<file path="src/rtl/rv32i_pkg.sv">
// Shared constants and elaboration helpers for the RV32I register file slice.
package rv32i_pkg;

    localparam int XLEN   = 32;
    localparam int NREG   = 32;
    localparam int REG_AW = 5;

    // True when an ADDR_W-bit address can reach every one of NUM_REGS registers.
    function automatic bit addr_w_ok(input int addr_w, input int num_regs);
        if (addr_w >= 31) begin
            return 1'b1;
        end else begin
            return ((32'sd1 <<< addr_w) >= num_regs);
        end
    endfunction

    // True when the register count lies in the supported 2..32 range.
    function automatic bit num_regs_ok(input int num_regs);
        return (num_regs >= 2) && (num_regs <= 32);
    endfunction

endpackage

</file>
<file path="src/rtl/rv32i_gpr_rdport.sv">
// One combinational GPR read port: address decode, hardwired-zero and
// out-of-range handling, optional write-back bypass and the RDY flag.
module rv32i_gpr_rdport
    import rv32i_pkg::*;
#(
    parameter int DATA_W   = XLEN,
    parameter int NUM_REGS = NREG,
    parameter int ADDR_W   = REG_AW,
    parameter int ZERO_REG = 1,
    parameter int BYPASS   = 1
) (
    input  logic [ADDR_W-1:0]                addr,
    input  logic [NUM_REGS-1:0][DATA_W-1:0]  regs,
    input  logic [NUM_REGS-1:0]              pending,
    input  logic                             wr_en,
    input  logic [ADDR_W-1:0]                dst_addr,
    input  logic [DATA_W-1:0]                dst_data,
    output logic [DATA_W-1:0]                data,
    output logic                             rdy
);

    logic [DATA_W-1:0] sel_data_s;
    logic              sel_pend_s;
    logic              in_range_s;
    logic              is_zero_s;
    logic              valid_s;
    logic              hit_s;

    // Address classification: a readable register is in range and not the hardwired zero.
    assign in_range_s = (32'(addr) < 32'(NUM_REGS));
    assign is_zero_s  = (ZERO_REG != 0) && (addr == {ADDR_W{1'b0}});
    assign valid_s    = in_range_s && !is_zero_s;
    assign hit_s      = (BYPASS != 0) && wr_en && (dst_addr == addr);

    // Decode the stored value and pending bit of the addressed register.
    always_comb begin
        sel_data_s = {DATA_W{1'b0}};
        sel_pend_s = 1'b0;
        for (int i = 0; i < NUM_REGS; i++) begin
            if (addr == ADDR_W'(i)) begin
                sel_data_s = regs[i];
                sel_pend_s = pending[i];
            end else begin
                sel_data_s = sel_data_s;
                sel_pend_s = sel_pend_s;
            end
        end
    end

    // Output mux: constant zero, forwarded write-back data, or stored data.
    always_comb begin
        data = {DATA_W{1'b0}};
        rdy  = 1'b1;
        if (!valid_s) begin
            data = {DATA_W{1'b0}};
            rdy  = 1'b1;
        end else if (hit_s) begin
            data = dst_data;
            rdy  = 1'b1;
        end else begin
            data = sel_data_s;
            rdy  = !sel_pend_s;
        end
    end

endmodule

</file>
<file path="src/rtl/rv32i_gpr_sb.sv">
// General-purpose register file with a per-register pending scoreboard.
// Two combinational read ports, one write-back port, issue/flush tracking.
module rv32i_gpr_sb
    import rv32i_pkg::*;
#(
    parameter int DATA_W   = XLEN,
    parameter int NUM_REGS = NREG,
    parameter int ADDR_W   = REG_AW,
    parameter int ZERO_REG = 1,
    parameter int BYPASS   = 1
) (
    input  logic                I_CLK,
    input  logic                I_RSTN,
    input  logic [ADDR_W-1:0]   I_SRC1_ADDR,
    input  logic [ADDR_W-1:0]   I_SRC2_ADDR,
    output logic [DATA_W-1:0]   O_SRC1_DATA,
    output logic [DATA_W-1:0]   O_SRC2_DATA,
    output logic                O_SRC1_RDY,
    output logic                O_SRC2_RDY,
    input  logic                I_ISSUE_EN,
    input  logic [ADDR_W-1:0]   I_ISSUE_ADDR,
    input  logic                I_WR_EN,
    input  logic [ADDR_W-1:0]   I_DST_ADDR,
    input  logic [DATA_W-1:0]   I_DST_DATA,
    input  logic                I_FLUSH,
    output logic [NUM_REGS-1:0] O_BUSY_VEC
);

    // Reject configurations whose address cannot reach every register.
    if (!addr_w_ok(ADDR_W, NUM_REGS)) begin : g_bad_addr_w
        $fatal(1, "rv32i_gpr_sb: 2**ADDR_W must be >= NUM_REGS");
    end
    if (!num_regs_ok(NUM_REGS)) begin : g_bad_num_regs
        $fatal(1, "rv32i_gpr_sb: NUM_REGS must be within 2..32");
    end

    logic [NUM_REGS-1:0][DATA_W-1:0] regs_r;
    logic [NUM_REGS-1:0]             pend_r;
    logic [NUM_REGS-1:0]             pend_nxt_s;
    logic                            wr_valid_s;
    logic                            issue_valid_s;

    // A write or issue only takes effect on an in-range, non-hardwired register.
    assign wr_valid_s    = I_WR_EN && (32'(I_DST_ADDR) < 32'(NUM_REGS))
                         && !((ZERO_REG != 0) && (I_DST_ADDR == {ADDR_W{1'b0}}));
    assign issue_valid_s = I_ISSUE_EN && (32'(I_ISSUE_ADDR) < 32'(NUM_REGS))
                         && !((ZERO_REG != 0) && (I_ISSUE_ADDR == {ADDR_W{1'b0}}));

    // Register storage: synchronous write-back, cleared by reset.
    always_ff @(posedge I_CLK or negedge I_RSTN) begin
        if (!I_RSTN) begin
            regs_r <= '0;
        end else begin
            for (int i = 0; i < NUM_REGS; i++) begin
                if (wr_valid_s && (I_DST_ADDR == ADDR_W'(i))) begin
                    regs_r[i] <= I_DST_DATA;
                end
            end
        end
    end

    // Next pending state: flush beats everything, otherwise issue beats write-back.
    always_comb begin
        pend_nxt_s = pend_r;
        if (I_FLUSH) begin
            pend_nxt_s = {NUM_REGS{1'b0}};
        end else begin
            for (int i = 0; i < NUM_REGS; i++) begin
                if (issue_valid_s && (I_ISSUE_ADDR == ADDR_W'(i))) begin
                    pend_nxt_s[i] = 1'b1;
                end else if (wr_valid_s && (I_DST_ADDR == ADDR_W'(i))) begin
                    pend_nxt_s[i] = 1'b0;
                end else begin
                    pend_nxt_s[i] = pend_r[i];
                end
            end
        end
    end

    // Pending flops; these are also the registered busy vector.
    always_ff @(posedge I_CLK or negedge I_RSTN) begin
        if (!I_RSTN) begin
            pend_r <= '0;
        end else begin
            pend_r <= pend_nxt_s;
        end
    end

    assign O_BUSY_VEC = pend_r;

    rv32i_gpr_rdport #(
        .DATA_W   (DATA_W),
        .NUM_REGS (NUM_REGS),
        .ADDR_W   (ADDR_W),
        .ZERO_REG (ZERO_REG),
        .BYPASS   (BYPASS)
    ) u_rdport1 (
        .addr     (I_SRC1_ADDR),
        .regs     (regs_r),
        .pending  (pend_r),
        .wr_en    (I_WR_EN),
        .dst_addr (I_DST_ADDR),
        .dst_data (I_DST_DATA),
        .data     (O_SRC1_DATA),
        .rdy      (O_SRC1_RDY)
    );

    rv32i_gpr_rdport #(
        .DATA_W   (DATA_W),
        .NUM_REGS (NUM_REGS),
        .ADDR_W   (ADDR_W),
        .ZERO_REG (ZERO_REG),
        .BYPASS   (BYPASS)
    ) u_rdport2 (
        .addr     (I_SRC2_ADDR),
        .regs     (regs_r),
        .pending  (pend_r),
        .wr_en    (I_WR_EN),
        .dst_addr (I_DST_ADDR),
        .dst_data (I_DST_DATA),
        .data     (O_SRC2_DATA),
        .rdy      (O_SRC2_RDY)
    );

endmodule

</file>
<file path="config.mk">
export PLATFORM = sky130hd
export DESIGN_NAME = rv32i_gpr_sb
export DESIGN_NICKNAME = d
export VERILOG_FILES = /design/src/rtl/rv32i_pkg.sv /design/src/rtl/rv32i_gpr_rdport.sv /design/src/rtl/rv32i_gpr_sb.sv
export SDC_FILE = /design/constraint.sdc
export NUM_CORES = 2
export LEC_CHECK = 0
export ABC_AREA = 0
export BUFFER_PORTS_ARGS = -buffer_cell sky130_fd_sc_hd__buf_4
export CORE_MARGIN = 2
export CORE_UTILIZATION = 63
export DETAILED_ROUTE_END_ITERATION = 6
export PLACE_DENSITY = 0.89
export SETUP_SLACK_MARGIN = 0.2
export SLEW_MARGIN = 5
export SYNTH_ARGS = -nofsm -noshare
export SYNTH_HDL_FRONTEND = slang
export SYNTH_HIERARCHICAL = 1
export SYNTH_SLANG_ARGS = --single-unit
</file>
<file path="constraint.sdc">
create_clock -name I_CLK -period 2.1 [get_ports I_CLK]
set_clock_uncertainty 0.2 [all_clocks]
set_input_delay 0.105 -clock I_CLK [delete_from_list [all_inputs] [get_ports I_CLK]]
set_output_delay 0.105 -clock I_CLK [all_outputs]
set_load 0.005 [all_outputs]
</file>
==> results.yml, run 1 <==
grt:
  grt_max_degree: 107
  grt_overflow_total: 14
  grt_usage: 0.7941
yosys:
  synth_cells: 4978
  syn_area_um2: 55590
  syn_nets: 5035
  syn_avg_cell_area_um2: 11.17
  ys_warn_count: 6
floorplan:
  rows: 108
  io_pins: 155
  fp.dieH_um: 301.1
  start_util: 0.6378
  die_w_um: 301.1
place:
  dp_hpwl_um: 198100
  routabilityCongestion: 1.128
  placed_cell_area_um2: 65880
  dpl_worst_slack_ns: -1.255
  io_buffer_count: 154
  placed_cells: 6771
cts:
  htreeDepth: 3
  cts_root_buf: "clkbuf_16"
  clockBufferDepth: 3
  cts_inserted_buffers: 105
status:
  firstError: "[ERROR GRT-0232] Routing congestion too high. Check the congestion heatmap in the GUI."
  stop_stage: "global routing"
  status: "aborted with a tool error"
==> timing repair <==
item,CTS
buffers inserted,51
hold buffers,63
endpoints found under the hold margin,2046
gates resized for setup,387
setup endpoints to repair,66
gates cloned,3
pin swaps,182
==> per-stage QoR <==
step | hold slack, ns | setup TNS (ns)
3_3_place_gp | -0.1781 | -41.47
2_1_floorplan | -0.3906 | 0
4_1_cts | 0.01364 | -40.60
3_5_place_dp | -0.1800 | -42.95
==> routing by layer <==
| metal | overflow | global-route usage |
|---|---|---|
| met4 | 6 | 0.7113 |
| met5 | 1 | 0.5407 |
| met2 | 3 | 0.9072 |
| met3 | 0 | 0.6856 |
| met1 | 4 | 0.8241 |
==> run 2, diff against run 1 <==
--- a/config.mk
+++ b/config.mk
@@ -8,10 +8,9 @@
 export ABC_AREA = 0
 export BUFFER_PORTS_ARGS = -buffer_cell sky130_fd_sc_hd__buf_4
 export CORE_MARGIN = 2
-export CORE_UTILIZATION = 63
+export CORE_UTILIZATION = 40
 export DETAILED_ROUTE_END_ITERATION = 6
-export PLACE_DENSITY = 0.89
-export SETUP_SLACK_MARGIN = 0.2
+export PLACE_DENSITY_LB_ADDON = 0.15
 export SLEW_MARGIN = 5
 export SYNTH_ARGS = -nofsm -noshare
 export SYNTH_HDL_FRONTEND = slang
==> results.yml, run 2 <==
routing:
  routed_via_density: 6.875
  dr.pass1.iters: 6
  drtIter0Drc: 7717
  drcViolationCount: 0
  avgRoutedWirePerCell_um: 39.46
  postRouteAntennaNets: 0
  vias: 53730
  wirelength_um: 308400
setup_path:
  rr_worst_depth: 3
  crit_type: "reg2out"
  reg2reg_to: "O_BUSY_VEC[10]"
  r2r_start: "O_BUSY_VEC[10]"
  path_max_fanout: 2
  crit_path_start_kind: "register"
  rrSetupSlack_ns: 0.70
  critPathMaxStageDelay_ns: 0.40
  end_kind: "primary output"
  worstPathCellList: "mux2_2 -> a32oi_2 -> buf_4 -> o21ai_1 -> nor4b_2 -> buf_4 -> o21ai_4 -> a21oi_2 -> buf_4"
  crit_buf_inv: 3
  crit_path_frequent_cell: "buf_4"
  slowest_stage: "dfrtp_1"
  worstPathRequired_ns: 1.79
  cp_top_family: "compound AO/OA/AOI/OAI gates"
  arrival_ns: 2.81
grt:
  grt_max_degree: 114
  antenna_found_initial: 18
  grt_pass1_vias: 51470
  grt_overflow_total: 0
  grt_usage: 0.4228
  grt_pass1_wl_um: 417700
floorplan:
  start_util: 0.4038
  core-area_um2: 137700
  io_pins: 155
  die_area_um2: 142000
  die_w_um: 376.8
  fp.dieH_um: 376.8
  rows: 136
cells_and_area:
  final_nets: 5974
  syn2layout_area_growth_pct: 37.27
  final_common_cell: "dfrtp_1"
  largest-register: "regs_r"
  design_area_um2: 76310
  final_cell_mix: "dfrtp_1, mux2_2, buf_4"
  finish.utilization: 0.5544
  drive_above_1_share: 0.4929
  largest_reg_flops: 992
cts:
  cts_root_buf: "clkbuf_16"
  clockBufferDepth: 3
  cts_sinks: 1024
  clk_pin_slew_ns: 0.07
  cts_tree: "done"
  htreeDepth: 3
  cts_inserted_buffers: 116
  worstSkewPairLatency_ns: 0.76
pwr:
  leakagePower_nw: 33.32
  combPwrFrac: 0.191
  swShare: 0.3019
  internal_power_mw: 42.50
  seqPwrFrac: 0.444
  p_clk_frac: 0.365
  power_density_nw_per_um2: 797.9
  p_switching_mw: 18.38
  irDropWorstVdd_mv: 0.8183
sta:
  relSlewSlack: 0.4868
  worst_pin_slew_ns: 0.7652
  setup_viol: 66
  rsz0062_at_grt: "yes"
  maxClockFrequency_mhz: 321.3
  hold_viol_final: 0
  drv_slew: 0
  period_share: 1.482
  post-route-min-period_ns: 3.112
  fin_ws_ns: -1.012
place:
  dp_hpwl_um: 219800
  placed_cell_area_um2: 67550
  routabilityCongestion: 1.024
  io_buffer_count: 154
yosys:
  syn_avg_cell_area_um2: 11.17
  ys_warn_count: 6
  syn_nets: 5035
  synth_cells: 4978
  syn_area_um2: 55590
status:
  status: "finished with violations"
  violations: "negative setup slack"
hold_path:
  hp-start: "I_DST_DATA[19]"
  hold_class: "in2reg"
  min_to: "regs_r[435]"
  min_path_cells: 3
flow_run:
  maxCapViolations: 0
-- run 2: per-layer routing --
metal / share of wire / up-vias / GRT usage
met3: 0.12 / 1002 / 0.1111
li1: - / 21110 / -
met2: 0.41 / 3997 / 0.6016
met5: 0.00026 / - / 0
met1: 0.40 / 27610 / 0.5766
met4: 0.073 / 12 / 0.2486
-- run 2: layout make-up --
cell class	instances	area [um2]
multi-input cells	3418	30280
well taps	1794	2245
fillers	11850	61350
clock inverters	43	684.4
clock buffers	169	3445
diodes	11	27.53
repair buffers	1332	13910
inverters	25	93.84
flip-flops and latches	1024	25630
-- run 2: per-stage QoR --
step	worst slack (ns)	hold WS [ns]	total power [mW]	setup TNS, ns	std cells
finish	-1.012	0.1027	60.89	-43.99	7816
global route	-1.100	0.1113	62.73	-46.33	7807
CTS	-1.050	0.04053	60.21	-44.19	7772
detailed placement	-1.271	-0.1787	37.29	-52.27	7469
global placement	-1.275	-0.1787	36.95	-52.47	7469
floorplan	0.1012	-0.3906	31.70	0	4978
-- run 2: power groups by stage --
stage	Clock [mW]	Combinational (mW)	Sequential, mW
floorplan	0	5.88	25.8
global placement	0	10.2	26.8
detailed placement	0	10.4	26.9
CTS	22.3	11.1	26.8
global route	23.1	12.2	27.5
finish	22.2	11.6	27.0
-- run 2: repair_timing --
| action | CTS | global route |
|---|---|---|
| endpoints found under the hold margin | 2047 | 0 |
| cloned | 6 | 3 |
| pin swaps | 222 | 149 |
| setup buffers | 64 | 37 |
| hold buffers | 49 | 0 |
| setup endpoints to repair | 66 | 66 |
| resized for setup | 448 | 189 |
-- run 2: worst max-delay path by stage --
| stage | slack, ns | start | cells past startpoint | end |
|---|---|---|---|---|
| after floorplan | 0.10 | I_SRC1_ADDR[0] | 8 | O_SRC1_RDY |
| after global placement | -1.28 | I_SRC1_ADDR[2] | 13 | O_SRC1_DATA[5] |
| after detailed placement | -1.27 | I_SRC1_ADDR[2] | 13 | O_SRC1_DATA[5] |
| after CTS | -1.05 | O_BUSY_VEC[3] | 8 | O_SRC1_RDY |
| after global routing | -1.10 | O_BUSY_VEC[2] | 8 | O_SRC2_RDY |
| final | -1.01 | O_BUSY_VEC[9] | 9 | O_SRC1_RDY |
-- run 2: worst min-delay path: stages --
cell and delay, ns:
dlygate4sd3_1 0.52, buf_4 0.19, mux2_2 0.17
Note: power is estimated with default switching activity, not from simulation.
